### config.mk
export PLATFORM = sky130hd
export DESIGN_NAME = mem_access_unit
export DESIGN_NICKNAME = d
export VERILOG_FILES = /design/src/rtl/mem_access_unit_pkg.sv /design/src/rtl/mem_access_unit_load_extend.sv /design/src/rtl/mem_access_unit.sv
export SDC_FILE = /design/constraint.sdc
export NUM_CORES = 1
export LEC_CHECK = 0
export BUFFER_PORTS_ARGS = -buffer_cell sky130_fd_sc_hd__buf_2
export CAP_MARGIN = 10
export CORE_UTILIZATION = 40
export CTS_CLUSTER_DIAMETER = 30
export DETAILED_ROUTE_END_ITERATION = 10
export MAX_ROUTING_LAYER = met4
export PLACE_DENSITY_LB_ADDON = 0.12
export SLEW_MARGIN = 5
export SYNTH_ARGS = -nofsm -noshare
export SYNTH_HDL_FRONTEND = slang
export SYNTH_SLANG_ARGS = --single-unit
### constraint.sdc
create_clock -name clk -period 1.9 [get_ports clk]
set_input_delay 0 -clock clk [delete_from_list [all_inputs] [get_ports clk]]
set_output_delay 0 -clock clk [all_outputs]
set_load 0.02 [all_outputs]
### src/rtl/mem_access_unit_pkg.sv
// Shared definitions for the MEM-stage load/store unit.
// Holds the LoadType/StoreType codes produced by the control decoder, the
// unit's state encoding, and the alignment check used by the top level.
package mem_access_unit_pkg;

  localparam logic [2:0] LoadByte      = 3'b000;
  localparam logic [2:0] LoadByteU     = 3'b001;
  localparam logic [2:0] LoadHalfWord  = 3'b010;
  localparam logic [2:0] LoadHalfWordU = 3'b011;
  localparam logic [2:0] LoadWord      = 3'b100;

  localparam logic [1:0] StoreByte     = 2'b00;
  localparam logic [1:0] StoreHalfWord = 2'b01;
  localparam logic [1:0] StoreWord     = 2'b10;

  typedef enum logic [1:0] {
    IDLE = 2'd0,
    REQ  = 2'd1,
    DONE = 2'd2
  } state_e;

  // Access size: 0 = byte, 1 = half, 2 = word. Unused codes behave as word.
  function automatic logic [1:0] access_size(input logic       is_wr,
                                             input logic [2:0] ltype,
                                             input logic [1:0] stype);
    logic [1:0] sz;
    sz = 2'd2;
    if (is_wr) begin
      if (stype == StoreByte)          sz = 2'd0;
      else if (stype == StoreHalfWord) sz = 2'd1;
    end else begin
      if (ltype == LoadByte || ltype == LoadByteU)              sz = 2'd0;
      else if (ltype == LoadHalfWord || ltype == LoadHalfWordU) sz = 2'd1;
    end
    return sz;
  endfunction

  function automatic logic is_aligned(input logic [1:0] sz, input logic [1:0] lane);
    logic ok;
    case (sz)
      2'd0:    ok = 1'b1;
      2'd1:    ok = ~lane[0];
      default: ok = (lane == 2'b00);
    endcase
    return ok;
  endfunction

endpackage

### src/rtl/mem_access_unit_load_extend.sv
// Combinational load data extraction.
// Picks the addressed byte/half out of a little-endian bus word and sign- or
// zero-extends it according to LoadType; words pass straight through.
// Ports: rdata (bus word), lane (addr[1:0]), load_type, result (32-bit).
module mem_access_unit_load_extend
  import mem_access_unit_pkg::*;
(
  input  logic [31:0] rdata,
  input  logic [1:0]  lane,
  input  logic [2:0]  load_type,
  output logic [31:0] result
);

  logic [7:0]  byte_sel;
  logic [15:0] half_sel;

  always_comb begin
    byte_sel = rdata[8*lane +: 8];
    half_sel = lane[1] ? rdata[31:16] : rdata[15:0];
    case (load_type)
      LoadByte:      result = {{24{byte_sel[7]}}, byte_sel};
      LoadByteU:     result = {24'h0, byte_sel};
      LoadHalfWord:  result = {{16{half_sel[15]}}, half_sel};
      LoadHalfWordU: result = {16'h0, half_sel};
      default:       result = rdata;
    endcase
  end

endmodule

### src/rtl/mem_access_unit.sv
// MEM-stage load/store unit.
// Turns registered MemRead/MemWrite controls into one req/ack transaction on
// the data bus, steers store bytes onto lanes, extends load data, and stalls
// the pipeline while the access is outstanding. Misaligned accesses are
// dropped with a misalign pulse; a bus that never acks gives a bus_error pulse.
// Ports:
//   clk, reset (sync, active low)
//   valid, MemRead, MemWrite, LoadType, StoreType, addr, wdata : EX/MEM inputs
//   mem_req, mem_we, mem_addr, mem_be, mem_wdata, mem_ack, mem_rdata : bus
//   stall, load_data, load_valid, misalign, bus_error : pipeline side
module mem_access_unit
  import mem_access_unit_pkg::*;
#(
  parameter int TIMEOUT = 16
) (
  input  logic        clk,
  input  logic        reset,
  input  logic        valid,
  input  logic        MemRead,
  input  logic        MemWrite,
  input  logic [2:0]  LoadType,
  input  logic [1:0]  StoreType,
  input  logic [31:0] addr,
  input  logic [31:0] wdata,
  output logic        mem_req,
  output logic        mem_we,
  output logic [31:0] mem_addr,
  output logic [3:0]  mem_be,
  output logic [31:0] mem_wdata,
  input  logic        mem_ack,
  input  logic [31:0] mem_rdata,
  output logic        stall,
  output logic [31:0] load_data,
  output logic        load_valid,
  output logic        misalign,
  output logic        bus_error
);

  localparam int CNT_W = $clog2(TIMEOUT + 1);

  state_e      state_q, state_d;
  logic [CNT_W-1:0] cnt_q, cnt_d;
  logic        we_q, we_d;
  logic [31:0] addr_q, addr_d;
  logic [1:0]  lane_q, lane_d;
  logic [3:0]  be_q, be_d;
  logic [31:0] wdata_q, wdata_d;
  logic [2:0]  ltype_q, ltype_d;
  logic [31:0] load_data_q, load_data_d;
  logic        misalign_q, misalign_d;
  logic        bus_error_q, bus_error_d;

  logic        start, is_wr, aligned;
  logic [1:0]  sz;
  logic [3:0]  be_new;
  logic [31:0] wdata_new;
  logic [31:0] ext_data;

  // Write wins when both MemRead and MemWrite are set.
  assign start   = valid & (MemRead | MemWrite);
  assign is_wr   = MemWrite;
  assign sz      = access_size(is_wr, LoadType, StoreType);
  assign aligned = is_aligned(sz, addr[1:0]);

  // Lane steering: data replicated across lanes, enables select the target.
  // Loads use the same enable pattern so the bus sees the accessed bytes.
  always_comb begin
    case (sz)
      2'd0: begin
        be_new    = 4'b0001 << addr[1:0];
        wdata_new = {4{wdata[7:0]}};
      end
      2'd1: begin
        be_new    = addr[1] ? 4'b1100 : 4'b0011;
        wdata_new = {2{wdata[15:0]}};
      end
      default: begin
        be_new    = 4'b1111;
        wdata_new = wdata;
      end
    endcase
    if (!is_wr) wdata_new = 32'h0;
  end

  mem_access_unit_load_extend u_load_extend (
    .rdata     (mem_rdata),
    .lane      (lane_q),
    .load_type (ltype_q),
    .result    (ext_data)
  );

  // State register
  always_ff @(posedge clk) begin
    if (!reset) begin
      state_q     <= IDLE;
      cnt_q       <= '0;
      we_q        <= 1'b0;
      addr_q      <= 32'h0;
      lane_q      <= 2'b00;
      be_q        <= 4'h0;
      wdata_q     <= 32'h0;
      ltype_q     <= 3'b000;
      load_data_q <= 32'h0;
      misalign_q  <= 1'b0;
      bus_error_q <= 1'b0;
    end else begin
      state_q     <= state_d;
      cnt_q       <= cnt_d;
      we_q        <= we_d;
      addr_q      <= addr_d;
      lane_q      <= lane_d;
      be_q        <= be_d;
      wdata_q     <= wdata_d;
      ltype_q     <= ltype_d;
      load_data_q <= load_data_d;
      misalign_q  <= misalign_d;
      bus_error_q <= bus_error_d;
    end
  end

  // Next-state logic
  always_comb begin
    state_d     = state_q;
    cnt_d       = cnt_q;
    we_d        = we_q;
    addr_d      = addr_q;
    lane_d      = lane_q;
    be_d        = be_q;
    wdata_d     = wdata_q;
    ltype_d     = ltype_q;
    load_data_d = load_data_q;
    misalign_d  = 1'b0;
    bus_error_d = 1'b0;
    case (state_q)
      IDLE: begin
        if (start) begin
          if (!aligned) begin
            misalign_d = 1'b1;
          end else begin
            state_d = REQ;
            cnt_d   = '0;
            we_d    = is_wr;
            addr_d  = {addr[31:2], 2'b00};
            lane_d  = addr[1:0];
            be_d    = be_new;
            wdata_d = wdata_new;
            ltype_d = LoadType;
          end
        end
      end
      REQ: begin
        if (mem_ack) begin
          state_d = DONE;
          if (!we_q) load_data_d = ext_data;
        end else if (cnt_q == CNT_W'(TIMEOUT - 1)) begin
          state_d     = IDLE;
          bus_error_d = 1'b1;
        end else begin
          cnt_d = cnt_q + CNT_W'(1);
        end
      end
      DONE:    state_d = IDLE;
      default: state_d = IDLE;
    endcase
  end

  // Outputs
  always_comb begin
    mem_req    = (state_q == REQ);
    mem_we     = we_q;
    mem_addr   = addr_q;
    mem_be     = be_q;
    mem_wdata  = wdata_q;
    load_data  = load_data_q;
    load_valid = (state_q == DONE) & ~we_q;
    misalign   = misalign_q;
    bus_error  = bus_error_q;
    // Low in DONE so the pipeline advances on the DONE edge.
    stall      = ((state_q == IDLE) & start & aligned) | (state_q == REQ);
  end

endmodule
==> flow_summary.json <==
{
  "crit_buf_inv": 3,
  "fin_tns_setup_ns": 0,
  "avgSynthCellArea_um2": 8.76,
  "grt_max_degree": 49,
  "dp_hpwl_um": 11200,
  "synth_cells": 591,
  "finalHoldViolations": 0,
  "status": "completed",
  "cpPeakStageDelay_ns": 0.54,
  "num-fill-cells": 1099,
  "num_rows": 41,
  "syn-cell-area_mm2": 0.00517,
  "numCtsBuffers": 17,
  "syn_to_final_growth_pct": 53.4,
  "place.gp.congestion": 0.816,
  "drv_slew": 0,
  "slew_headroom_pct": 56.5,
  "die_w_um": 116,
  "hold_path.class": "input port to flop",
  "coreArea_mm2": 0.0126,
  "antenna_found_initial": 0,
  "crit_path_end_kind": "output pin",
  "grt_usage_pct": 26.6,
  "skew_ns": 0.00751,
  "ys_types": 53,
  "power_mw": 6.72,
  "critPathSlowestCell": "dlygate4sd3_1",
  "yosysTopAreaCell": "dfxtp_1",
  "clk_latency_ns": 0.41,
  "drt-initial-drc-count": 477,
  "root_buffer": "clkbuf_16",
  "dp_cells": 937,
  "crit_fanout": 8,
  "drv_cap": 0,
  "synth.area.top_cells": "dfxtp_1, a21oi_1, o211ai_1",
  "p_leak_nw": 3.33,
  "worst_path_most_repeated_cell": "buf_2",
  "yosysWarnings": 0,
  "finalSetupViolCount": 0,
  "drcViolationCount": 0,
  "whs_path_depth": 4,
  "max_freq_ghz": 0.550,
  "fin_util_pct": 62.9,
  "pin_count": 213,
  "layout-drive-gt1-share_pct": 34.0,
  "start_util_pct": 41.0,
  "synth-seq-cells": 113,
  "path_cells": "dlygate4sd3_1 -> buf_2 -> mux2i_1 -> o2111ai_4 -> nand2_2 -> or2_2 -> buf_2",
  "async_reset_ff_share_pct": 0,
  "startpoint_type": "input port",
  "cts_tree": "yes",
  "clock-sinks": 113,
  "cts.clk_slew.worst_paths_ns": 0.05,
  "critPathKind": "input port to output pin",
  "dr.pass1.iters": 7,
  "nets": 986,
  "synth_edf_count": 0,
  "yosys.area.top_type_share_pct": 43.7,
  "rsz0062_at_grt": "no",
  "synth_ff_type": "dfxtp_1",
  "ir_drop_uv": 604,
  "routed_wl_um": 17200,
  "p_per_area_mw_per_mm2": 846,
  "period_share_pct": 95.7,
  "path_delay_family": "buffers and inverters",
  "cts.htree.levels": 4,
  "required_ns": 1.90,
  "grt_pass1_wl_um": 26800,
  "finalCriticalPeriod_ns": 1.82,
  "ys_seq_area_share_pct": 43.7,
  "grt_overflow": 0,
  "vias": 5787,
  "wl_per_cell_um": 16.2,
  "r2r_cells": 4,
  "finalNonFillerCells": 1061,
  "die_h_um": 116,
  "worstMarginPinSlew_ns": 0.652,
  "grt_pass1_vias": 5409,
  "io_buffers": 210,
  "cp.depth": 7,
  "fp.dieArea_mm2": 0.0134,
  "crit_arrival_ns": 1.82,
  "fin_hold_ws_ns": 0.00232,
  "avgViaCountPerCell": 5.45,
  "cts.path.max_buffers": 2,
  "ant_nets": 0
}
## path summary, 6_finish.rpt
check                      from             to  slack (ns)
hold / removal    mem_rdata[12]  load_data[12]       0.002
hold reg to reg   mem_wdata[14]  mem_wdata[14]        0.45
setup reg to reg     ltype_q[1]   load_data[2]        0.13
setup / recovery    LoadType[2]          stall        0.08
## flip-flops by register name (all words and copies together) (netlist names)
signal     count
mem_wdata     32
cnt_q          5
mem_we         1
mem_addr      30
ltype_q        3
lane_q         2
mem_be         4
state_q        2
bus_error      1
misalign       1
load_data     32
## worst register-to-register path, stage by stage, from the launching register on
cell and delay [ns]:
dfxtp_1 0.48, nand2b_1 0.32, a21o_1 0.27, a222oi_1 0.43, a211oi_1 0.13
## cell usage in the layout, fill, tap and decap left out, types with 5 or more instances in the layout
cell	synthesis	final
a222oi_1	5	5
dlygate4sd3_1	0	85
buf_4	4	29
a21oi_1	89	89
mux2_2	13	13
o211ai_1	46	46
o22ai_1	8	8
nor2_1	20	20
nand3_1	56	56
nand3b_1	9	9
nor3_1	5	5
clkbuf_8	0	5
a211oi_1	7	7
o21ai_0	18	18
clkbuf_16	0	17
nand2_1	27	26
mux2i_1	5	5
o2111ai_1	17	16
dfxtp_1	113	113
o32ai_1	16	16
buf_2	24	210
inv_1	22	22
## cells by family after synthesis
logic type	share of synthesized area [%]
AOI/OAI and AO/OA	29.4
buffers and inverters	7.11
xor gates and xnor gates	0.508
other	0.0725
DFF	43.7
and+or+nand+nor	14.2
muxes	4.52
adders and majority gates	0.483
## where the power goes
| group | total (mW) | internal, mW | leakage (nW) | switching [mW] |
|---|---|---|---|---|
| logic | 1.19 | 0.518 | 2.14 | 0.667 |
| clock network | 2.98 | 1.95 | 0.275 | 1.04 |
| registers | 2.55 | 2.49 | 0.918 | 0.0647 |
| total | 6.72 | 4.95 | 3.33 | 1.77 |
## area by class of cell
type | instances | area [µm²] | share of cell area (%)
diodes | 1 | 2.50 | 0.0315
clock buffers | 25 | 505 | 6.37
clock inverters | 5 | 52.6 | 0.662
inverters | 23 | 86.3 | 1.09
multi-input cells | 393 | 2600 | 32.8
flip-flops and latches | 113 | 2260 | 28.5
well taps | 172 | 215 | 2.71
repair buffers | 329 | 2210 | 27.8
## per-stage QoR
step / area [µm²] / setup WS (ns)
2_1_floorplan: 5180 / 0.0418
3_3_place_gp: 6450 / 0.139
3_5_place_dp: 6450 / 0.0892
4_1_cts: 7880 / 0.0152
5_1_grt: 7940 / 0.000153
6_report: 7940 / 0.0814
## per-layer routing
layer / part of all wire [%] / vias up / routed length [µm] / track usage (%)
li1: - / 2790 / - / -
met1: 42 / 2711 / 7290 / 32.2
met2: 49 / 255 / 8470 / 43.0
met3: 6.4 / 31 / 1110 / 5.86
met4: 1.9 / 0 / 334 / 10.8
met5: 0 / - / 0 / -
## timing repair
action | CTS | global route
endpoints found under the setup margin | 1 | 15
hold endpoints to repair | 89 | 0
gates resized for setup | 1 | 3
setup buffers | 2 | 6
pin swaps | 1 | 2
hold buffers | 85 | 0
## cells in the mapped netlist (all sizes together) (7+ instances only)
| library cell | instances |
|---|---|
| buf | 30 |
| o2111ai | 17 |
| nand2 | 27 |
| a21oi | 90 |
| a211oi | 7 |
| mux2 | 14 |
| o22ai | 8 |
| inv | 23 |
| clkbuf | 33 |
| o21ai | 18 |
| nand3 | 56 |
| nor2 | 20 |
| o211ai | 46 |
| nand3b | 9 |
| nor3b | 7 |
| o32ai | 16 |
| dfxtp | 113 |
Power figures use the tool's default switching activity.
